**src/rtl/inst_fetch_bridge_if.sv**
```systemverilog
// Instruction-side SRAM-like bus between the fetch bridge and the instruction memory.
//   inst_req      master -> slave  request valid; address is held until accepted
//   inst_addr     master -> slave  word-aligned fetch address
//   inst_addr_ok  slave -> master  address accepted this cycle
//   inst_data_ok  slave -> master  read data returned this cycle
//   inst_rdata    slave -> master  read data, valid with inst_data_ok
interface inst_fetch_bridge_if #(
  parameter int unsigned ADDR_W = 32,
  parameter int unsigned DATA_W = 32
);
  logic              inst_req;
  logic [ADDR_W-1:0] inst_addr;
  logic              inst_addr_ok;
  logic              inst_data_ok;
  logic [DATA_W-1:0] inst_rdata;

  modport master (
    output inst_req,
    output inst_addr,
    input  inst_addr_ok,
    input  inst_data_ok,
    input  inst_rdata
  );

  modport slave (
    input  inst_req,
    input  inst_addr,
    output inst_addr_ok,
    output inst_data_ok,
    output inst_rdata
  );
endinterface

```
**src/rtl/inst_fetch_bridge.sv**
```systemverilog
// Instruction fetch bridge. Takes the fetch address from the PC generator, runs one
// request/response transaction on the instruction bus, and hands the fetched word plus
// its PC to the IF/ID register. Requests a pipeline stall while the fetch for pc_i is
// not yet delivered, and discards wrong-path responses after a branch redirect.
// Ports:
//   clk, rst      clock; synchronous active-high reset
//   ce_i, pc_i    PC generator enable and fetch address
//   flush_i       branch redirect: current or in-flight fetch is wrong-path
//   stall_i       IF/ID stalled; hold the delivered instruction
//   stallreq_o    to control: fetch for pc_i not yet delivered (combinational)
//   inst_valid_o  inst_o / inst_pc_o valid
//   inst_o        fetched instruction word
//   inst_pc_o     full PC of inst_o (low bits preserved)
//   bus           instruction bus master port
module inst_fetch_bridge #(
  parameter int unsigned ADDR_W = 32,
  parameter int unsigned DATA_W = 32
) (
  input  logic                clk,
  input  logic                rst,
  input  logic                ce_i,
  input  logic [ADDR_W-1:0]   pc_i,
  input  logic                flush_i,
  input  logic                stall_i,
  output logic                stallreq_o,
  output logic                inst_valid_o,
  output logic [DATA_W-1:0]   inst_o,
  output logic [ADDR_W-1:0]   inst_pc_o,
  inst_fetch_bridge_if.master bus
);

  typedef enum logic [1:0] {StIdle, StReq, StWait, StHold} state_e;

  state_e            state_q, state_d;
  logic [ADDR_W-1:0] addr_q, addr_d;
  logic              discard_q, discard_d;
  logic [DATA_W-1:0] inst_q, inst_d;
  logic [ADDR_W-1:0] inst_pc_q, inst_pc_d;

  always_ff @(posedge clk) begin
    if (rst) begin
      state_q   <= StIdle;
      addr_q    <= '0;
      discard_q <= 1'b0;
      inst_q    <= '0;
      inst_pc_q <= '0;
    end else begin
      state_q   <= state_d;
      addr_q    <= addr_d;
      discard_q <= discard_d;
      inst_q    <= inst_d;
      inst_pc_q <= inst_pc_d;
    end
  end

  always_comb begin
    state_d   = state_q;
    addr_d    = addr_q;
    discard_d = discard_q;
    inst_d    = inst_q;
    inst_pc_d = inst_pc_q;
    unique case (state_q)
      StIdle: begin
        if (ce_i && !flush_i) begin
          addr_d  = pc_i;
          state_d = StReq;
        end
      end
      StReq: begin
        // A redirect cannot retract the request; mark the response for dropping instead.
        // data_ok seen here belongs to a transaction issued before reset and is ignored.
        if (flush_i) discard_d = 1'b1;
        if (bus.inst_addr_ok) state_d = StWait;
      end
      StWait: begin
        if (bus.inst_data_ok) begin
          if (discard_q || flush_i || !ce_i) begin
            discard_d = 1'b0;
            state_d   = StIdle;
          end else begin
            inst_d    = bus.inst_rdata;
            inst_pc_d = addr_q;
            state_d   = StHold;
          end
        end else if (flush_i) begin
          discard_d = 1'b1;
        end
      end
      StHold: begin
        // Flush and loss of ce_i both win over stall_i: the word is withdrawn.
        if (flush_i || !ce_i || !stall_i) state_d = StIdle;
      end
      default: state_d = StIdle;
    endcase
  end

  assign bus.inst_req  = (state_q == StReq);
  assign bus.inst_addr = {addr_q[ADDR_W-1:2], 2'b00};
  assign inst_valid_o  = (state_q == StHold);
  assign inst_o        = inst_q;
  assign inst_pc_o     = inst_pc_q;
  assign stallreq_o    = ce_i && (state_q != StHold);

endmodule

```
**src/flat_wrapper.sv**
```systemverilog
// flat-port wrapper written by rule: the top's interface ports become plain ports
module inst_fetch_bridge_flat 
#(
  parameter int unsigned ADDR_W = 32,
  parameter int unsigned DATA_W = 32
)
  (clk, rst, ce_i, pc_i, flush_i, stall_i, stallreq_o, inst_valid_o, inst_o, inst_pc_o, bus_inst_req, bus_inst_addr, bus_inst_addr_ok, bus_inst_data_ok, bus_inst_rdata);
  inst_fetch_bridge_if #(.ADDR_W(ADDR_W), .DATA_W(DATA_W)) bus_i ();
  input  logic clk;
  input  logic rst;
  input  logic ce_i;
  input  logic [ADDR_W-1:0] pc_i;
  input  logic flush_i;
  input  logic stall_i;
  output logic stallreq_o;
  output logic inst_valid_o;
  output logic [DATA_W-1:0] inst_o;
  output logic [ADDR_W-1:0] inst_pc_o;
  output wire logic [$bits(bus_i.inst_req)-1:0] bus_inst_req;
  output wire logic [$bits(bus_i.inst_addr)-1:0] bus_inst_addr;
  input wire logic [$bits(bus_i.inst_addr_ok)-1:0] bus_inst_addr_ok;
  input wire logic [$bits(bus_i.inst_data_ok)-1:0] bus_inst_data_ok;
  input wire logic [$bits(bus_i.inst_rdata)-1:0] bus_inst_rdata;
  assign bus_inst_req = bus_i.inst_req;
  assign bus_inst_addr = bus_i.inst_addr;
  assign bus_i.inst_addr_ok = bus_inst_addr_ok;
  assign bus_i.inst_data_ok = bus_inst_data_ok;
  assign bus_i.inst_rdata = bus_inst_rdata;
  inst_fetch_bridge #(.ADDR_W(ADDR_W), .DATA_W(DATA_W)) u_core (.clk(clk), .rst(rst), .ce_i(ce_i), .pc_i(pc_i), .flush_i(flush_i), .stall_i(stall_i), .stallreq_o(stallreq_o), .inst_valid_o(inst_valid_o), .inst_o(inst_o), .inst_pc_o(inst_pc_o), .bus(bus_i));
endmodule
```
**config.mk**
```make
export PLATFORM = sky130hd
export DESIGN_NAME = inst_fetch_bridge_flat
export DESIGN_NICKNAME = d
export VERILOG_FILES = /design/src/rtl/inst_fetch_bridge_if.sv /design/src/rtl/inst_fetch_bridge.sv /design/src/flat_wrapper.sv
export SDC_FILE = /design/constraint.sdc
export NUM_CORES = 1
export LEC_CHECK = 0
export ABC_AREA = 1
export CORE_ASPECT_RATIO = 0.6
export CORE_MARGIN = 3
export CORE_UTILIZATION = 39
export DETAILED_ROUTE_END_ITERATION = 10
export PLACE_DENSITY = 0.83
export SYNTH_ARGS = -nofsm -noshare
export SYNTH_HDL_FRONTEND = slang
export SYNTH_SLANG_ARGS = --single-unit
```
**constraint.sdc**
```tcl
create_clock -name clk -period 1.4 [get_ports clk]
set_input_delay 0.14 -clock clk [delete_from_list [all_inputs] [get_ports clk]]
set_output_delay 0.14 -clock clk [all_outputs]
set_load 0.05 [all_outputs]
```
# [After elaboration in Yosys (flattened, before gate mapping)]
# Index checks and enable logic that the tools add are counted.
[classes] n_eq_ne=9 n_mux=10 bitwise=1 n_reduce_logical=15
[ops] operator="$mux 2" count=5
[ops] operator="$pmux 2 s4" count=1
[ops] operator="$ne 2x1->1 const B" count=3
[ops] operator="$eq 2x2->1 const B" count=2
[ops] operator="$logic_or 1x1->1" count=4
[ops] operator="$ne 2x2->1 const B" count=2
[ops] operator="$reduce_and 2->1" count=2
[ops] operator="$reduce_and 4->1" count=1
[ops] operator="$logic_not 1->1" count=3
[ops] operator="$mux 1" count=3
[ops] operator="$ne 3x2->1 const B" count=1
[ops] operator="$reduce_and 3->1" count=1
[ops] operator="$eq 2x1->1 const B" count=1
[ops] operator="$logic_and 1x1->1" count=2
[ops] operator="$logic_not 2->1" count=1
[ops] operator="$pmux 1 s2" count=1
[ops] operator="$reduce_bool 2->1" count=1
[ops] operator="$not 1->1" count=1
[totals] regBits=99 input_bits=71 output_inout_bits=99 wordCells=40

# [Depth between registers and ports, before layout]
# Gate-level depths: netlist of run 1.
[depth] word_depth=5 ltp_mapped=9 mapped_depth_nobuf=9

# [Least setup slack after synthesis of run 1]
# Ideal clock, no wire load.
[synth_timing] path_kind="register -> output" from="reg u_core.state_q[0]" to="out stallreq_o" arrival_ps=1453 t_required_ps=1260 slack_ps=-193 path_stages_with_launch=3 n_path_buf=0 cell_sequence="dfxtp_1 -> ha_1 -> nor2_1"
[synth_via] elab_chain_len=2
[synth_lines] element="start, declared" line="inst_fetch_bridge.sv:34" text="state_e state_q, state_d;"
[synth_lines] element="start signal, assigned" line="inst_fetch_bridge.sv:42" text="state_q <= StIdle;"
[synth_lines] element="start signal, assigned" line="inst_fetch_bridge.sv:48" text="state_q <= state_d;"
[synth_lines] element="$ne 2x2->1" line="inst_fetch_bridge.sv:102" text="assign stallreq_o = ce_i && (state_q != StHold);"
[synth_lines] element="$logic_and 1x1->1" line="inst_fetch_bridge.sv:102"
[synth_lines] element="end, declared" line="flat_wrapper.sv:15" text="output logic stallreq_o;"
# Every way passes these cells.

# [Worst setup path after layout of run 1]
[layout_timing] from="reg u_core.state_q[0]" to="reg u_core.inst_q[21], in the netlist u_core.inst_o[21]"
[layout_via] elab_chain_len=2
[layout_lines] element="$eq 2x2->1" line="inst_fetch_bridge.sv:62" text="unique case (state_q)"
[layout_lines] element="$reduce_and 3->1 (no source line)"
[layout_lines] element="end signal, assigned" line="inst_fetch_bridge.sv:51" text="inst_q <= inst_d;"
[layout_lines] element="end, declared" line="inst_fetch_bridge.sv:37" text="logic [DATA_W-1:0] inst_q, inst_d;"
# Every way passes these cells.
# A chain may end at the register's enable or synchronous reset.

==> results.yml, run 1 <==
drt:
  remaining_drc_errors: 0
  drtIter0Drc: 166
  wl_um: 12700
  drt.antenna.violating_nets: 0
  drt-vias-per-instance: 4.95
  dr_total_vias: 3903
  first_pass_iters: 5
  detail_route.wl_per_cell_um: 16.1
cts:
  tritoncts: "done"
  cts.reportedPaths.clkPinSlew_ns: 0.07
  cts_num_sinks: 99
  longest_clk_path_bufs: 2
  clock_tree.htree_level_count: 3
  clock_latency_ns: 0.33
  cts_buffers: 9
  root_buffer: "sky130_fd_sc_hd__clkbuf_16"
synth:
  synth_async_sr_flop_share_pct: 0
  synth_compound_area_share_pct: 19.9
  fraction_of_synthesized_cell_area_in_xor_and_xnor_cells_pct: 0
  netlist_area_mm2: 0.00411
  synth.largest_area_cell: "sky130_fd_sc_hd__dfxtp_1"
  synth-simple-area-share_pct: 10.4
  synth_enable_flop_cells: 0
  synth-seq-cells: 99
  synth_largest_type_area_fraction_pct: 48.2
  avgSynthCellArea_um2: 8.23
  post_synth_inst_count: 500
  dominant_cell_by_count_in_the_synthesized_netlist: "sky130_fd_sc_hd__dfxtp_1"
  synthTopCellsByCount: "sky130_fd_sc_hd__dfxtp_1 (99), sky130_fd_sc_hd__a21oi_1 (97), sky130_fd_sc_hd__inv_1 (71), sky130_fd_sc_hd__nand2_1 (46), sky130_fd_sc_hd__o21ai_1 (35)"
  proportion_of_synthesized_area_in_mux_cells_pct: 0
  yosysUniqueCellTypes: 24
  combinational_family_with_the_most_area_after_synthesis: "buffers and inverters"
  synth-main-ff-cell: "sky130_fd_sc_hd__dfxtp_1"
  synth_sequential_area_ratio_pct: 48.2
  synth_area_leaders: "sky130_fd_sc_hd__dfxtp_1 (48%), sky130_fd_sc_hd__a21oi_1 (12%), sky130_fd_sc_hd__inv_1 (6.5%)"
  post_synthesis_adder_cell_area_fraction_pct: 1.52
  synthesis.yosys.warnings: 0
setup_path:
  rr_endpoint: "u_core.inst_o[21]"
  timing.reg2reg.worst_path_depth: 9
  crit_path_start: "u_core.state_q[0]"
  crit_path_start_kind: "flop"
  register_to_register_setup_slack_ns: -0.02
  crit_path_end: "u_core.inst_o[21]"
  worst-path-stages: 9
  path_cells: "inv_2 > ha_4 > nand2_4 > clkinv_4 > nand3_4 > buf_8 > buf_12 > o21ai_1 > a21oi_2"
  worstPathBufferInverterCount: 4
  crit_required_ns: 1.62
  worstPathMaxFanout: 15
  cp-end-kind: "flop"
  critPathKind: "reg -> reg"
  path_delay_family: "buffers and inverters"
  critical_path.reg2reg.startpoint: "u_core.state_q[0]"
  cpPeakStageDelay_ns: 0.33
  signal_arrival_time_at_the_worst_endpoint_ns: 1.64
  crit_path_slowest_cell: "sky130_fd_sc_hd__dfxtp_2"
power_and_ir_drop:
  pwr_density_cell_mw_per_mm2: 1380
  ir_worst_vdd_v: 0.000691
  p_leak_nw: 2.55
layout:
  fin_util_pct: 63.9
  drive_above_1_share_pct: 33.4
  antennaDiodeCount: 0
  area.growth.synth_to_final_pct: 56.2
  final_net_count: 725
timing:
  least_setup_slack_across_all_paths_after_layout_ns: -0.0234
  number_of_hold_slack_violations_in_the_final_timing_report: 0
  fin_crit_sh_pct: 102
  worst_hold_slack_ns: 0.388
  max_clock_freq_mhz: 703
  finalSetupViolations: 11
  final.min_clock_period_ns: 1.42
  setup_repair_after_global_routing_missed_its_margin: "yes"
  clock_skew_ns: 0.00914
  slew_violations: 0
global_routing:
  use_met1_pct: 25.6
  grt_first_pass_wirelength_um: 19000
  grt_use_met3_pct: 6.52
  grt_pass1_vias: 3703
  grt_antenna_before_repair: 0
  globalRouteOverflowTotal: 0
  grt_use_met2_pct: 32.2
  grt_max_degree: 56
  total_routing_usage_reported_by_global_routing_pct: 19.7
  grt_busiest_layer: "met2"
min_path:
  hp-class: "in -> reg"
placement:
  count_of_buffers_inserted_at_the_top_level_ports: 167
  gp_congestion: 0.879
  place_hpwl_um: 7830
floorplanning:
  die_h_um: 85.6
  floorplan.die_area_mm2: 0.0119
  floorplan.initialDensity_pct: 40.9
  floorplan.io_pins: 170
  core_region_area_mm2: 0.0101
  floorplan.rows: 28
  floorplan.die.width_um: 139
status:
  status: "complete, but fails checks"
  failed_checks: "negative setup slack"
flow_run:
  cap_viol_max_count: 0
timing repair:
action	in CTS	in global routing
hold buffers	0	0
gates cloned	5	4
gates resized for setup	55	54
setup buffers	6	1
pin swaps	2	14
setup endpoints to repair	93	88
per-layer routing:
layer	routed length [um]	share of wire (%)	vias to the layer above
met1	5550	44	1816
met3	1180	9.3	8
li1	-	-	1887
met4	88	0.69	0
met2	5890	46	192
met5	0	0	-
final cells by class:
cell class	count	area, um2
well taps	135	169
clock buffers	11	243
multi-input cells	261	1610
fillers	791	3630
inverters	74	283
repair buffers	204	2090
clock inverters	4	51.3
flip-flops and latches	99	1980
through the flow:
step | power, mW | instance area [um2] | cells | TNS [ns] | setup WS [ns]
after floorplan | 5.25 | 4130 | 501 | 0 | 0.0172
after global placement | 5.98 | 5530 | 759 | -5.87 | -0.103
after detailed placement | 6.06 | 5530 | 759 | -11.36 | -0.198
after CTS | 8.76 | 6170 | 785 | -0.383 | -0.0358
after global routing | 9.30 | 6430 | 788 | -1.46 | -0.0672
final | 8.88 | 6430 | 788 | -0.122 | -0.0234
flip-flops by register name, indices dropped and copies added (netlist names):
signal and flops:
u_core.addr_q 32, u_core.inst_o 32, u_core.inst_pc_o 32, u_core.state_q 2
u_core.discard_q 1
placed cells by master (no fill, tap or decap), types with 5 or more instances in the layout:
| cell | n |
|---|---|
| sky130_fd_sc_hd__clkdlybuf4s50_1 | 70 |
| sky130_fd_sc_hd__o21ai_2 | 14 |
| sky130_fd_sc_hd__buf_4 | 104 |
| sky130_fd_sc_hd__a21oi_1 | 59 |
| sky130_fd_sc_hd__dfxtp_1 | 97 |
| sky130_fd_sc_hd__o21ai_1 | 42 |
| sky130_fd_sc_hd__nand2_1 | 44 |
| sky130_fd_sc_hd__clkbuf_16 | 12 |
| sky130_fd_sc_hd__nor2_1 | 5 |
| sky130_fd_sc_hd__nand3_1 | 33 |
| sky130_fd_sc_hd__a21oi_2 | 34 |
| sky130_fd_sc_hd__inv_1 | 70 |
| sky130_fd_sc_hd__o21ai_0 | 9 |
| sky130_fd_sc_hd__buf_12 | 17 |
how the worst min path moves through the flow:
stage / startpoint / to / slack, ns / cells after the start
floorplan: pc_i[2] / u_core.addr_q[2] / 0.30 / 2
CTS: pc_i[12] / u_core.addr_q[12] / 0.38 / 3
detailed placement: u_core.inst_o[16] / u_core.inst_o[16] / 0.44 / 2
finish: pc_i[6] / u_core.addr_q[6] / 0.39 / 3
global placement: u_core.inst_pc_o[17] / u_core.inst_pc_o[17] / 0.43 / 2
global route: pc_i[6] / u_core.addr_q[6] / 0.39 / 3
where the power goes:
| group | internal [mW] | total (mW) | switching [mW] |
|---|---|---|---|
| clock network | 1.42 | 2.44 | 1.01 |
| logic | 1.28 | 3.19 | 1.90 |
| registers | 3.06 | 3.26 | 0.200 |
| total | 5.77 | 8.88 | 3.11 |
worst min-delay path: cells and delay by family:
kind | cells | cell delay (ns)
compound gates | 1 | 0.06
simple gates | 1 | 0.08
buf+inv | 1 | 0.39
logic make-up after synthesis:
group           after synthesis
compound gates              163
fa+ha+maj                     5
buf+inv                     141
flops                        99
other cells                   1
simple gates                 91
Power figures use the tool's default switching activity.
==> run 2: changes to the inputs <==
- HOLD_SLACK_MARGIN: not set -> 0.05
- SLEW_MARGIN: not set -> 30
==> results of run 2 <==
Final layout, timing and power as in run 1 (identical DEF).
==> run 3: changes to the inputs <==
- CAP_MARGIN: not set -> 20
==> results of run 3 <==
Final layout, timing and power as in run 1 (identical DEF).
